===== src/rtl/sha256_msg_feeder.sv =====
// SHA-256 message feeder: packs 32-bit words into 512-bit blocks, applies FIPS 180-4 padding and
// sequences the compression core. Define SHA256_FEEDER_OVF_CHECK_EN to build the byte-counter overflow flag.
module sha256_msg_feeder #(
  parameter int CNT_W = 32
) (
  input  logic         clk,
  input  logic         rst_n,
  input  logic         msg_start,
  input  logic         in_valid,
  output logic         in_ready,
  input  logic [31:0]  in_data,
  input  logic         in_last,
  input  logic [2:0]   in_bytes,
  output logic         sha_init,
  output logic         sha_next,
  output logic [511:0] sha_block,
  input  logic         sha_ready,
  input  logic [255:0] sha_hash,
  output logic [255:0] digest,
  output logic         digest_valid,
  output logic         busy,
  output logic         err
);

  typedef enum logic [2:0] {
    S_IDLE,
    S_FILL,
    S_ISSUE,
    S_WAIT,
    S_PAD,
    S_DONE
  } state_t;

  state_t             state;
  logic [31:0]        blk_buf [16];
  logic [4:0]         widx;
  logic [CNT_W-1:0]   cnt;
  logic [CNT_W-1:0]   cnt_add;
  logic [CNT_W-1:0]   cnt_next;
  logic               end_seen;
  logic               pad80;
  logic               len_done;
  logic               guard;
  logic [63:0]        len;
  logic [2:0]         nbytes;
  logic               word_fire;
  logic               start_ok;
  logic               buf_we;
  logic [31:0]        buf_wd;

  function automatic logic [2:0] clamp_bytes(input logic [2:0] n);
    return (n > 3'd4) ? 3'd4 : n;
  endfunction

  // Keep the first n bytes, put the 0x80 terminator in byte n, zero the rest.
  function automatic logic [31:0] pad_last_word(input logic [31:0] w, input logic [2:0] n);
    case (n)
      3'd0:    return 32'h8000_0000;
      3'd1:    return {w[31:24], 24'h80_0000};
      3'd2:    return {w[31:16], 16'h8000};
      3'd3:    return {w[31:8], 8'h80};
      default: return w;
    endcase
  endfunction

  assign nbytes    = clamp_bytes(in_bytes);
  assign cnt_add   = in_last ? CNT_W'(nbytes) : CNT_W'(3'd4);
  assign word_fire = (state == S_FILL) && in_valid && in_ready;
  assign start_ok  = (state == S_IDLE) && msg_start && sha_ready;
  assign len       = 64'(cnt) << 3;

  for (genvar g = 0; g < 16; g++) begin : g_blk
    assign sha_block[511-32*g -: 32] = blk_buf[g];
  end

`ifdef SHA256_FEEDER_OVF_CHECK_EN
  logic cnt_carry;
  assign {cnt_carry, cnt_next} = {1'b0, cnt} + {1'b0, cnt_add};

  always_ff @(posedge clk) begin
    if (!rst_n)                      err <= 1'b0;
    else if (start_ok)               err <= 1'b0;
    else if (word_fire && cnt_carry) err <= 1'b1;
  end
`else
  assign cnt_next = cnt + cnt_add;
  assign err      = 1'b0;
`endif

  // Buffer write port: message words in FILL, terminator/zero/length words in PAD.
  always_comb begin
    buf_we = 1'b0;
    buf_wd = 32'h0;
    if (word_fire) begin
      buf_we = 1'b1;
      buf_wd = in_last ? pad_last_word(in_data, nbytes) : in_data;
    end else if (state == S_PAD) begin
      buf_we = 1'b1;
      if (!pad80)                          buf_wd = 32'h8000_0000;
      else if (widx == 5'd14 && !len_done) buf_wd = len[63:32];
      else if (widx == 5'd15 && len_done)  buf_wd = len[31:0];
      else                                 buf_wd = 32'h0;
    end
  end

  always_ff @(posedge clk) begin
    if (!rst_n) begin
      for (int i = 0; i < 16; i++) blk_buf[i] <= 32'h0;
    end else if (buf_we) begin
      blk_buf[widx[3:0]] <= buf_wd;
    end
  end

  always_ff @(posedge clk) begin
    if (!rst_n) begin
      state        <= S_IDLE;
      in_ready     <= 1'b0;
      sha_init     <= 1'b0;
      sha_next     <= 1'b0;
      digest       <= '0;
      digest_valid <= 1'b0;
      busy         <= 1'b0;
      widx         <= 5'd0;
      cnt          <= '0;
      end_seen     <= 1'b0;
      pad80        <= 1'b0;
      len_done     <= 1'b0;
      guard        <= 1'b0;
    end else begin
      sha_init <= 1'b0;
      sha_next <= 1'b0;
      case (state)
        S_IDLE: begin
          if (start_ok) begin
            sha_init     <= 1'b1;
            widx         <= 5'd0;
            cnt          <= '0;
            end_seen     <= 1'b0;
            pad80        <= 1'b0;
            len_done     <= 1'b0;
            digest_valid <= 1'b0;
            in_ready     <= 1'b1;
            busy         <= 1'b1;
            state        <= S_FILL;
          end
        end
        S_FILL: begin
          if (word_fire) begin
            widx <= widx + 5'd1;
            cnt  <= cnt_next;
            if (in_last) begin
              end_seen <= 1'b1;
              if (nbytes != 3'd4) pad80 <= 1'b1;
            end
            if (widx == 5'd15) begin
              in_ready <= 1'b0;
              sha_next <= 1'b1;
              state    <= S_ISSUE;
            end else if (in_last) begin
              in_ready <= 1'b0;
              state    <= S_PAD;
            end
          end
        end
        S_PAD: begin
          widx <= widx + 5'd1;
          if (!pad80)                          pad80    <= 1'b1;
          else if (widx == 5'd14 && !len_done) len_done <= 1'b1;
          if (widx == 5'd15) begin
            sha_next <= 1'b1;
            state    <= S_ISSUE;
          end
        end
        S_ISSUE: begin
          guard <= 1'b1;
          state <= S_WAIT;
        end
        // The core may still show ready in the cycle after next_block, so skip one cycle.
        S_WAIT: begin
          if (guard) begin
            guard <= 1'b0;
          end else if (sha_ready) begin
            if (len_done) begin
              state <= S_DONE;
            end else if (end_seen) begin
              widx  <= 5'd0;
              state <= S_PAD;
            end else begin
              widx     <= 5'd0;
              in_ready <= 1'b1;
              state    <= S_FILL;
            end
          end
        end
        S_DONE: begin
          digest       <= sha_hash;
          digest_valid <= 1'b1;
          busy         <= 1'b0;
          state        <= S_IDLE;
        end
        default: state <= S_IDLE;
      endcase
    end
  end

endmodule

===== config.mk =====
export PLATFORM = sky130hd
export DESIGN_NAME = sha256_msg_feeder
export DESIGN_NICKNAME = d
export VERILOG_FILES = /design/src/rtl/sha256_msg_feeder.sv
export SDC_FILE = /design/constraint.sdc
export NUM_CORES = 1
export LEC_CHECK = 0
export BUFFER_PORTS_ARGS = -buffer_cell sky130_fd_sc_hd__buf_2
export CORE_AREA = 2 2 415 417
export DETAILED_ROUTE_END_ITERATION = 16
export DIE_AREA = 0 0 417 419
export GPL_TIMING_DRIVEN = 0
export RECOVER_POWER = 100
export SLEW_MARGIN = 10
export SYNTH_ARGS = -nofsm -noshare
export SYNTH_HDL_FRONTEND = slang
export SYNTH_SLANG_ARGS = --single-unit

===== constraint.sdc =====
create_clock -name clk -period 3.51 [get_ports clk]
set_input_delay 0.351 -clock clk [delete_from_list [all_inputs] [get_ports clk]]
set_output_delay 0.351 -clock clk [all_outputs]
set_load 0.02 [all_outputs]

# Word level (Yosys, flattened, before mapping)
# Memory sizes are Yosys's and may differ from the RTL's.
# Index checks and enable logic that the tools add are counted.
# totals
reg_bits	305
mem_bits_rw	512
inputBits	297
output_inout_bits	774
word_cells	130
n_memories	1
# mem_list
name	depth	word_bits	rd	rd_clocked_by_memory_dff	write_ports	line_no	text
blk_buf	16	32	16	0	16	35	logic [31:0] blk_buf [16];
# op_classes
addsub	2
magnitude_cmp	1
eq_ne	23
mux	64
n_reduce_logical	26
# ops
operator	n
$mux W32	9
$pmux W32 S4	1
$pmux W32 S2	1
$mux W3	11
$add A32 B3 Y32	1
$reduce_or A32 Y1	1
$mux W1	26
$mux W5	5
$pmux W5 S4	1
$ne A2 B2 Y1 const B	8
$pmux W3 S5	1
$eq A3 B2 Y1 const B	4
$pmux W1 S2	6
$reduce_and A6 Y1	2
$eq A5 B4 Y1 const B	2
$reduce_and A4 Y1	2
$reduce_and A8 Y1	1
$reduce_bool A2 Y1	4
$eq A3 B1 Y1 const B	2
$eq A3 B3 Y1 const B	2
$logic_and A1 B1 Y1	6
$logic_not A3 Y1	2
$ne A2 B1 Y1 const B	3
$pmux W1 S3	2
11 further kinds	13

# Depth between registers and ports, before layout
# Gate-level depths: netlist of the first run.
# logic_depth
depth_word	9
mapped_depth	11
depth_no_buf	9

# Worst setup path before layout of the first run
# OpenSTA, ideal clock, no wires.
# synth_timing
path_type	register to register
from	register in_ready
to	memory blk_buf[0][0] (enable)
setup_ns	0.389
arrival_ns	2.294
t_required_ns	3.121
slack_ns	0.826
stages_incl_launch_ff	6
path_buffers	1
synth_period_minus_slack_ns	2.684
cell_sequence	dfxtp_1 > nand4b_4 > a2111oi_4 > nand2_1 > buf_2 > nand2_1
# synth_rtl
element	line_no	text
from (decl)	10	output logic in_ready,
from (signal assigned)	117	in_ready <= 1'b0;
from (signal assigned)	142	in_ready <= 1'b1;
from (signal assigned)	156	in_ready <= 1'b0;
to (decl)	35	

==> flow_summary.ini, run 1 <==
[clock_network]
path_clk_slew_ns = 0.06
clk_path_buf_depth = 3
cts_root_buffer = clkbuf_16
cts.htree.levels = 3
cts.sinks = 817
cts_made_buffers = 90
cts_tree = yes
worst_skew_pair.late_latency_ns = 0.73

[global_routing]
grt_start_max_net_pins = 33
first_global_vias = 26897
grt_util_all_layers_pct = 16.35
grt_pass1_wl_um = 202300
antenna_found_initial = 20
grt_overflow = 0

[yosys]
syn_inst = 2714
synth_fa_ha_area_share_pct = 0.3877
muxShareOfSynthArea_pct = 0.7472
syn_nets = 3020
synth_edf_count = 512
synthSimpleGateAreaFrac_pct = 13.74
yosysUniqueCellTypes = 73
synth_xor_area_share_pct = 0.02827
synth_area_leader_cell = edfxtp_1
synth_compound_area_share_pct = 12.14
yosysWarnings = 0
seq_area_frac_synth_pct = 69.34
ys_async_sr_fraction_pct = 0
synthTopCellsByArea = edfxtp_1, dfxtp_1, a21oi_1, nand2_1, nor2_1
synth_area_sq_mm = 0.03098
synthFlopType = edfxtp_1
syn_avg_cell_area_sq_um = 11.41
synth_top_family_by_area = simple AND/OR/NAND/NOR gates
ys_ff_latch = 817
synth_top_area_share_pct = 49.63

[floorplan]
die_h_um = 419
die_w_um = 417
coreArea_sq_mm = 0.1706
start_util_pct = 18.16
io_pins = 1071
die-area_sq_mm = 0.1747
rows = 152

[placement]
gp_congestion = 0.8986
port_buffers = 1068
place_ws_ns = -0.1949
dpl.hpwl_um = 114500

[flow_run]
maxCapViolations = 0

[cells_and_area]
final_util_pct = 25.89
final_common_cell = clkbuf_1
layout.nets = 4459
drive_above_1_share_pct = 14.85
area.growth.synth_to_final_pct = 42.58
layout_common_cells = clkbuf_1, a21oi_1, nand2_1

[setup_path]
critPathBufInv = 3
crit_chain = buf_2, nand2b_1, a2111oi_4, nand2_1, buf_2, nand2_2, buf_12
setup.worst_path.start_class = flip-flop
cp.arrival_ns = 3.85
crit_required_ns = 3.91
end_kind = flip-flop
max_stage_delay_ns = 0.58
path_max_fanout = 24
crit_family = simple AND/OR/NAND/NOR gates
critPathKind = flip-flop to flip-flop
cp_common_cell = buf_2
cp_slowest_cell = a2111oi_4

[worst_hold_path]
worstHoldPathType = primary input to flip-flop

[routing]
drc = 0
post_drt_wl_per_cell_um = 23.42
drt_iter0_drc = 2651
vias = 27929
drtPass1Iterations = 5
via_per_inst = 4.312
routed_wl_um = 151700
antenna_left = 0

[pwr]
power.density_mw_per_mm2 = 494.7
total_power_mw = 21.85
peakVddDrop_mv = 0.4064
p_leak_nw = 14.44

[timing]
worstMarginPinSlew_ns = 1.486
slew_headroom_pct = 0.9044
clock.fmax_ghz = 0.2900
min_period_ns = 3.448
tns_ns = 0
slew_violations = 0
fin_skew_ns = 0.02821
setup_viol = 0
hold_viol = 0
layout_setup_ws_ns = 0.06213
period_share_pct = 98.23
rsz0062_at_grt = true

[status]
status = finished, final reports clean
flip-flops by register name, summed over array words and instances, names as in the netlist:
register      flops
guard             1
len_done          1
pad80             1
busy              1
digest          256
in_ready          1
blk_buf         512
sha_next          1
sha_init          1
digest_valid      1
state             3
cnt              32
end_seen          1
widx              5
where the power goes:
part | switching (mW) | internal (mW)
combinational | 1.12 | 0.534
clock | 4.25 | 5.45
sequential | 0.0937 | 10.4
total | 5.46 | 16.4
layer usage:
layer / GRT usage (%) / up-vias / routed length (um)
li1: - / 12416 / -
met4: 9.205 / 4 / 9160
met2: 30.27 / 1546 / 79000
met1: 16.90 / 13598 / 52230
met5: 0 / - / 32
met3: 3.729 / 365 / 11240
synth_stat cells (all sizes together) (2+ instances only):
master / instances
a21oi: 619
nand2: 604
edfxtp: 512
dfxtp: 305
nor2: 193
clkbuf: 129
buf: 93
nand4: 27
inv: 26
nand2b: 24
mux2i: 22
nand3: 16
and3: 12
nor3: 12
nor4: 12
a2111oi: 10
a31oi: 10
ha: 8
a22oi: 7
o31ai: 7
or4: 6
and4: 5
o211ai: 5
o21ai: 5
and2: 4
nor2b: 4
nor3b: 3
nor4b: 3
a211o: 2
a211oi: 2
a21o: 2
a311oi: 2
nand3b: 2
o32ai: 2
or2: 2
or3: 2
layout make-up:
type | count | area, sq um
Antenna cell | 15 | 37.54
Buffer | 222 | 1021
Clock buffer | 113 | 2420
Clock inverter | 55 | 549.3
Fill cell | 18175 | 126400
Inverter | 26 | 97.59
Multi-Input combinational cell | 1650 | 8473
Sequential cell | 817 | 21480
Tap cell | 2233 | 2794
Timing Repair Buffer | 1346 | 7297
metrics by stage:
stage | hold WS [ns] | std cells | area, sq um
after global routing | 0.04992 | 6476 | 44170
after global placement | 0.4404 | 6015 | 39120
after detailed placement | 0.4435 | 6033 | 39500
after floorplan | 0.4423 | 2714 | 30980
final | 0.08115 | 6477 | 44170
after CTS | 0.001218 | 6459 | 45060
worst register-to-register path, stage by stage, from the launching register on:
cell and delay (ns):
dfxtp_1 0.37, buf_2 0.24, nand2b_1 0.35, a2111oi_4 0.58, nand2_1 0.57, buf_2 0.41, nand2_2 0.29, buf_12 0.26
kinds of logic (layout without fill, tap and decap cells):
| kind of cell | count (synthesis) | in the layout |
|---|---|---|
| and+or+nand+nor | 937 | 938 |
| other | 1 | 16 |
| buffers and inverters | 248 | 1762 |
| xor gates and xnor gates | 1 | 1 |
| adders and majority gates | 9 | 9 |
| muxes | 23 | 23 |
| AOI/OAI and AO/OA | 678 | 678 |
| DFF | 817 | 817 |
what timing repair did:
action	in CTS	in global routing
hold buffers	258	0
buffers inserted	0	2
gates cloned	0	1
endpoints found under the setup margin	160	229
hold endpoints to repair	258	0
gates resized for setup	5	4
worst paths after layout:
check / start / to / slack [ns] / depth (start not counted)
hold reg to reg: digest[0]$_SDFFE_PN0P_ / digest[0]$_SDFFE_PN0P_ / 0.45 / 2
setup / recovery: state[2]$_SDFFE_PN0P_ / blk_buf[7][17]$_SDFFCE_PN0P_ / 0.06 / 7
setup reg to reg: state[2]$_SDFFE_PN0P_ / blk_buf[7][17]$_SDFFCE_PN0P_ / 0.06 / 7
hold / removal: rst_n / widx[3]$_SDFFE_PN0P_ / 0.08 / 3
No activity file was read; power rests on OpenSTA's default activity.
==> run 2, diff against run 1 <==
- SETUP_SLACK_MARGIN: unset -> 0.3
- clock period: 3.51 -> 4.45 ns (I/O delays scaled with it)
==> flow_summary.ini, run 2 (synthesis gave the netlist of run 1 again) <==
[timing]
worstMarginPinSlew_ns = 1.455
clock.fmax_ghz = 0.2539
fin_skew_ns = 0.03374
period_share_pct = 88.52
slew_violations = 0
hold_viol = 0
rsz0062_at_grt = false
setup_viol = 0
slew_headroom_pct = 2.539
tns_ns = 0
min_period_ns = 3.939
layout_setup_ws_ns = 0.5107

[routing]
drtPass1Iterations = 6
drc = 0
dr_wl_met2_um = 78370
post_drt_wl_per_cell_um = 23.39
wl_met3_um = 10870
drt_iter0_drc = 2665
via_per_inst = 4.326
vias = 27966
antenna_left = 0
routed_wl_um = 151200
highest_layer = met5
wirelength_met1_um = 52120

[setup_path]
cp.arrival_ns = 4.49
crit_family = compound AO/OA/AOI/OAI gates
critPathBufInv = 3
path_max_fanout = 10
critPathKind = flip-flop to flip-flop
setup.worst_path.start_class = flip-flop
crit_chain = ha_1, inv_1, nor2_1, ha_1, nor2_1, o211ai_1, buf_8, nand4_1, clkbuf_1, a21oi_1
cp_slowest_cell = o211ai_1
end_kind = flip-flop
crit_required_ns = 5.00
max_stage_delay_ns = 0.75

[clock_network]
worst_skew_pair.late_latency_ns = 0.73
cts.sinks = 817
cts_made_buffers = 90
cts_root_buffer = clkbuf_16
cts_tree = yes
clk_path_buf_depth = 3
ctsHoldBuffers = 251
cts.htree.levels = 3
path_clk_slew_ns = 0.06
cts_resized = 0
cts_setup_buffers = 0

[pwr]
power.density_mw_per_mm2 = 394.6
power_frac_seq_pct = 48.2
p_sw_mw = 4.278
swShare_pct = 24.88
peakVddDrop_mv = 0.3222
p_leak_nw = 14.19
p_clk_share_pct = 44.5
total_power_mw = 17.20
pwr-share-comb_pct = 7.4
cellInternalPower_mw = 12.92

[cells_and_area]
top_register = blk_buf
fillers = 18246
final_util_pct = 25.55
layout_common_cells = clkbuf_1, a21oi_1, nand2_1
fin_cells = 6465
area.growth.synth_to_final_pct = 40.69
largest_reg_flops = 512
layout.nets = 4449
drive_above_1_share_pct = 12.25
final_common_cell = clkbuf_1
reg_top3 = blk_buf: 512 flops, digest: 256 flops, cnt: 32 flops

[worst_hold_path]
worstHoldPathType = primary input to flip-flop

[floorplan]
rows = 152
die_w_um = 417
start_util_pct = 18.16
die_h_um = 419
die-area_sq_mm = 0.1747
io_pins = 1071
coreArea_sq_mm = 0.1706

[flow_run]
maxCapViolations = 0

[placement]
dpl.hpwl_um = 114500
dp_cells = 6033
place_ws_ns = 0.6511
port_buffers = 1068
gp_congestion = 0.8986

[global_routing]
grt_overflow = 0
grt_start_max_net_pins = 33
grt_util_all_layers_pct = 16.31
grt_pass1_wl_um = 201700
antenna_found_initial = 18
first_global_vias = 26813

[status]
status = finished, final reports clean
-- run 2: area by class of cell --
| class | instances | area [sq um] | share of cell area, % |
|---|---|---|---|
| tap | 2233 | 2794 | 6.410 |
| multi-input combinational | 1649 | 8074 | 18.52 |
| clock buffer | 113 | 2420 | 5.552 |
| sequential | 817 | 21480 | 49.29 |
| antenna | 13 | 32.53 | 0.07464 |
| buffer | 222 | 925.9 | 2.124 |
| clock inverter | 55 | 549.3 | 1.260 |
| timing repair buffer | 1337 | 7211 | 16.54 |
| inverter | 26 | 97.59 | 0.2239 |
-- run 2: per-stage QoR --
step,hold WS [ns],instance area [sq um]
2_1_floorplan,0.4423,30980
3_3_place_gp,0.4404,39120
3_5_place_dp,0.4435,39500
4_1_cts,0.005620,44980
5_1_grt,0.03775,43580
6_report,0.07706,43580
-- run 2: metal layers --
metal	global-route usage, %	vias up
li1	-	12388
met1	16.87	13692
met2	30.17	1518
met3	3.707	366
met4	9.205	2
met5	0	-
-- run 2: path summary, 6_finish.rpt --
kind,start,end,slack [ns],cells past startpoint
worst min register to register,digest[0]$_SDFFE_PN0P_,digest[0]$_SDFFE_PN0P_,0.45,2
worst max register to register,widx[1]$_SDFFE_PN0P_,blk_buf[3][20]$_SDFFCE_PN0P_,0.51,10
worst max-delay path,widx[1]$_SDFFE_PN0P_,blk_buf[3][20]$_SDFFCE_PN0P_,0.51,10
worst min-delay path,sha_hash[97],digest[97]$_SDFFE_PN0P_,0.08,3
-- run 2: power groups by stage --
stage / clock network (mW) / logic [mW] / registers (mW)
6_report: 7.65 / 1.27 / 8.28
3_3_place_gp: 0 / 1.13 / 8.45
3_5_place_dp: 0 / 1.17 / 8.44
2_1_floorplan: 0 / 0.306 / 8.68
5_1_grt: 8.05 / 1.34 / 8.30
4_1_cts: 7.77 / 1.36 / 8.28
-- run 2: worst min-delay path: stages --
cell	delay [ns]
buf_2	0.10
nand2_1	0.11
a21oi_1	0.08
